===== src/rtl/print_module.sv =====
// ---------------------------------------------------------------------------
// print_module
//   Sprite print unit. Compares the current VGA pixel position against one
//   sprite descriptor and, on a hit, walks the memory addresses of the
//   matching sprite line (one address per pixel tick) for the sprite memory.
//
// Ports
//   clk             : system clock
//   reset           : asynchronous, active-high; clears all state
//   pixel_en        : one-clk pulse per pixel period
//   data_reg        : sprite descriptor {en, offset[8:0], x[9:0], y[8:0], rsvd[2:0]}
//   active_area     : pixel is in the visible region
//   pixel_x/pixel_y : current pixel position
//   memory_address  : sprite memory read address (0 when not counting)
//   printtingScreen : sprite pixel being output
//   sprite_on       : line counter running
//   count_finished  : one-clk pulse at end of a sprite line
//   check_value     : registered {x, y} of the last descriptor sampled in IDLE
// ---------------------------------------------------------------------------
module print_module #(
    parameter int size_x       = 10,
    parameter int size_y       = 9,
    parameter int size_address = 17,
    parameter int bits_x_y     = 19,
    parameter int size_line    = 20
) (
    input  logic                    clk,
    input  logic                    reset,
    input  logic                    pixel_en,
    input  logic [31:0]             data_reg,
    input  logic                    active_area,
    input  logic [size_x-1:0]       pixel_x,
    input  logic [size_y-1:0]       pixel_y,
    output logic [size_address-1:0] memory_address,
    output logic                    printtingScreen,
    output logic                    sprite_on,
    output logic                    count_finished,
    output logic [bits_x_y-1:0]     check_value
);

    localparam int cnt_w  = $clog2(size_line);
    localparam int off_w  = 9;
    // Address arithmetic width: wide enough for 511*400 + 399 without wrap.
    localparam int calc_w = 20;

    typedef enum logic [1:0] {
        IDLE  = 2'd0,
        COUNT = 2'd1,
        DONE  = 2'd2
    } state_t;

    state_t               state_r, state_nxt_s;
    logic [off_w-1:0]     offset_r, offset_nxt_s;
    logic [cnt_w-1:0]     row_r, row_nxt_s;
    logic [cnt_w-1:0]     col_r, col_nxt_s;
    logic [bits_x_y-1:0]  check_value_r, check_nxt_s;

    // Descriptor fields
    logic                 desc_en_s;
    logic [off_w-1:0]     desc_off_s;
    logic [size_x-1:0]    desc_x_s;
    logic [size_y-1:0]    desc_y_s;

    assign desc_en_s  = data_reg[31];
    assign desc_off_s = data_reg[30:22];
    assign desc_x_s   = data_reg[21:12];
    assign desc_y_s   = data_reg[11:3];

    // Row compare is done one bit wider than pixel_y so a pixel_y below y
    // cannot wrap into a small positive row number.
    logic [size_y:0] row_diff_s;
    logic            hit_s;

    assign row_diff_s = {1'b0, pixel_y} - {1'b0, desc_y_s};
    assign hit_s      = desc_en_s && active_area && (pixel_x == desc_x_s) &&
                        (pixel_y >= desc_y_s) &&
                        (row_diff_s < (size_y+1)'(size_line));

    // Next-state and next-register computation
    always_comb begin
        state_nxt_s  = state_r;
        offset_nxt_s = offset_r;
        row_nxt_s    = row_r;
        col_nxt_s    = col_r;
        check_nxt_s  = check_value_r;
        case (state_r)
            IDLE: begin
                check_nxt_s = {desc_x_s, desc_y_s};
                if (hit_s) begin
                    offset_nxt_s = desc_off_s;
                    row_nxt_s    = row_diff_s[cnt_w-1:0];
                    col_nxt_s    = {cnt_w{1'b0}};
                    state_nxt_s  = COUNT;
                end else begin
                    state_nxt_s  = IDLE;
                end
            end
            COUNT: begin
                // Leaving the visible area aborts the line without a finish pulse.
                if (!active_area) begin
                    state_nxt_s = IDLE;
                end else if (pixel_en) begin
                    if (col_r == cnt_w'(size_line - 1)) begin
                        state_nxt_s = DONE;
                    end else begin
                        col_nxt_s = col_r + {{(cnt_w-1){1'b0}}, 1'b1};
                    end
                end else begin
                    state_nxt_s = COUNT;
                end
            end
            DONE: begin
                state_nxt_s = IDLE;
            end
            default: begin
                state_nxt_s = IDLE;
            end
        endcase
    end

    // State and working registers
    always_ff @(posedge clk or posedge reset) begin
        if (reset) begin
            state_r       <= IDLE;
            offset_r      <= {off_w{1'b0}};
            row_r         <= {cnt_w{1'b0}};
            col_r         <= {cnt_w{1'b0}};
            check_value_r <= {bits_x_y{1'b0}};
        end else begin
            state_r       <= state_nxt_s;
            offset_r      <= offset_nxt_s;
            row_r         <= row_nxt_s;
            col_r         <= col_nxt_s;
            check_value_r <= check_nxt_s;
        end
    end

    // Address = offset*line^2 + row*line + col, truncated to the port width.
    logic [calc_w-1:0] addr_full_s;

    assign addr_full_s = ({{(calc_w-off_w){1'b0}}, offset_r} * calc_w'(size_line * size_line)) +
                         ({{(calc_w-cnt_w){1'b0}}, row_r} * calc_w'(size_line)) +
                         {{(calc_w-cnt_w){1'b0}}, col_r};

    assign memory_address  = (state_r == COUNT) ? addr_full_s[size_address-1:0]
                                                : {size_address{1'b0}};
    assign sprite_on       = (state_r == COUNT);
    assign printtingScreen = (state_r == COUNT);
    assign count_finished  = (state_r == DONE);
    assign check_value     = check_value_r;

endmodule


===== config.mk =====
export PLATFORM = sky130hd
export DESIGN_NAME = print_module
export DESIGN_NICKNAME = d
export VERILOG_FILES = /design/src/rtl/print_module.sv
export SDC_FILE = /design/constraint.sdc
export NUM_CORES = 1
export LEC_CHECK = 0
export CAP_MARGIN = 20
export CORE_ASPECT_RATIO = 0.8
export CORE_MARGIN = 2
export CORE_UTILIZATION = 50
export CTS_CLUSTER_DIAMETER = 50
export DETAILED_ROUTE_END_ITERATION = 12
export PLACE_DENSITY_LB_ADDON = 0.1
export SYNTH_ARGS = -nofsm -noshare
export SYNTH_HDL_FRONTEND = slang
export SYNTH_SLANG_ARGS = --single-unit
export TNS_END_PERCENT = 30

===== constraint.sdc =====
create_clock -name clk -period 12.8 [get_ports clk]
set_clock_uncertainty 0.2 [all_clocks]
set_input_delay 2.56 -clock clk [delete_from_list [all_inputs] [get_ports clk]]
set_output_delay 2.56 -clock clk [all_outputs]
set_load 0.05 [all_outputs]

==> reports/metrics.cfg <==
[status]
status=complete, no violations

[yosys]
synthCells=364
yosysTopAreaCell=dfrtp_1
ys_async_sr_fraction_pct=100
syn-cell-area_um2=3620
synth_seq_cells=40
yosysTopAreaCellShare_pct=27.6
synth_ff_type=dfrtp_1
yosys_warnings=0
syn_nets=487
ys_seq_area_share_pct=27.6
synth_edf_count=0
synth.avg_cell_area_um2=9.95
synth_area_leaders=dfrtp_1 28%, ha_1 21%, mux2_2 6.5%
synth_cell_types=51

[setup_path]
crit_start=offset_r[2]
worst_setup_path_end_kind=output pin
cp_max_fo=5
start_kind=flop
reg2reg_from=state_r[1]
cp.required_ps=10040
critPathKind=reg -> out
critPathArrivalTime_ps=4690

[power]
leakage_uw=0.00222
peakVddDrop_mv=0.0535
pwr_density_cell_nw_per_um2=59.7
totalPowerFinal_uw=280

[sta]
hold_viol_final=0
timing.final.crit_share_pct=58.2
rsz0062_at_grt=no
slew_viol_final=0
tightest_slew_ps=1070
setup_viol=0
max_freq_mhz=134
max_slew_margin_pct=28.6
timing.final.crit_period_ps=7450
finalSetupTns_ps=0

[placed_design]
numPortBuffers=90
gp_congestion=0.830
hpwl_mm=6.53

[drt]
first_iter_violations=113
postRouteAntennaNets=0
drt_wl_total_mm=7.99
drcViolationCount=0
first_pass_iters=4
vias=2874
avgRoutedWirePerCell_um=14.7
viasPerCell=5.28

[clock_network]
clock_latency_ps=290
clkSinkCount=40
numCtsBuffers=5
clk_pin_slew_ps=80
cts_max_level=2
cts_resized=0
cts_root_buffer=clkbuf_8
hold_buffers=0
clock_path_buffers=2
cts_tree=built
post_cts.repair.setup_buffers=0

[run]
cap_violations=0

[die]
die_x_um=99.1
io_pins=94
initial_core_util_pct=52.0
die_y_um=80.1
row_count=27
core_um2=6960
dieArea_um2=7940

[finish]
final_layout_size_suffix_gt1_share_pct=8.10
num-nets-final=580
antenna_cells=0
area_growth_pct=29.6
mostFrequentLayoutCell=clkdlybuf4s50_1
mostFrequentLayoutCells=90 x clkdlybuf4s50_1, 60 x ha_1, 42 x inv_1

[global_route]
grtUsageMet1_pct=30.7
grt_pass1_wl_mm=13.6
grt_max_degree=41
overflow=0
grt-busiest-layer=met2
use_met3_pct=4.70
grtUsageMet2_pct=33.5
antenna_found_initial=0
grt_use_total_pct=21.3
grt_pass1_vias=2879

[min_path]
min_path_type=reg -> reg
hp-start=check_value[1]

==> cells in the mapped netlist (5+ instances only) <==
master,instances
nor2b_1,7
mux2_1,6
nor3_1,5
ha_1,60
o21ai_0,14
a211oi_1,6
fa_1,8
dfrtp_1,40
mux2_2,21
nand2_1,10
nor2_1,26
a21oi_1,11
xor2_1,12
xnor2_1,22
and2_1,7
inv_1,42
mux2i_1,9
==> per-layer routing <==
layer | share of wire, % | vias up
li1 | - | 1458
met1 | 50 | 1357
met4 | 0.48 | 0
met5 | 0 | -
met3 | 4.7 | 4
met2 | 45 | 55
==> flip-flops by register name (all words and copies together), names as in the netlist <==
| register | cells |
|---|---|
| offset_r | 9 |
| check_value | 19 |
| col_r | 5 |
| state_r | 2 |
| row_r | 5 |
==> metrics by stage <==
| step | setup WS (ps) | hold slack, ps | utilization (%) | cells | cell area [µm²] |
|---|---|---|---|---|---|
| final | 5350 | 311 | 67.5 | 544 | 4690 |
| after detailed placement | 5670 | 297 | 66.3 | 537 | 4610 |
| after global placement | 5640 | 288 | 66.3 | 537 | 4610 |
| after global routing | 4950 | 325 | 67.5 | 544 | 4690 |
| after CTS | 5330 | 316 | 67.5 | 544 | 4690 |
| after floorplan | 5810 | 292 | - | 364 | 3620 |
==> path summary, 6_finish.rpt <==
check / depth (start not counted) / endpoint / slack (ps)
worst max-delay path: 12 / memory_address[16] / 5350
worst min-delay path: 1 / check_value[1] / 310
worst max register to register: 8 / col_r[0] / 9580
worst min register to register: 1 / check_value[1] / 310
max in group asynchronous: 3 / row_r[2] / 9550
min in group asynchronous: 3 / check_value[13] / 2480
==> power breakdown <==
part	switching [µW]	internal (µW)
clock network	44.5	37.0
logic	34.4	33.5
registers	1.62	129
total	80.6	200
==> cell type report <==
cell class	instances	area, µm²
clock buffer	5	68.8
tap	87	109
timing repair buffer	92	916
fill	565	2260
inverter	43	161
clock inverter	2	12.5
multi-input combinational	275	2430
sequential	40	1000
==> cells by family after synthesis <==
| family | Yosys count | share of synthesized area (%) |
|---|---|---|
| compound gates | 58 | 11.4 |
| xor+xnor | 34 | 8.22 |
| fa+ha+maj | 68 | 25.2 |
| buf+inv | 49 | 5.42 |
| flops | 40 | 27.6 |
| mux | 36 | 10.9 |
| simple gates | 79 | 11.3 |
==> worst max-delay path: stages (launching register included) <==
cell             delay (ps)
dfrtp_1                 430
ha_1                    310
ha_1                    310
fa_1                    460
ha_1                    380
xor2_1                  200
ha_1                    240
nor3_1                  420
o21ai_0                 250
and2_1                  250
and4_1                  190
nor3_1                  130
clkdlybuf4s50_1         840
Power figures use the tool's default switching activity.
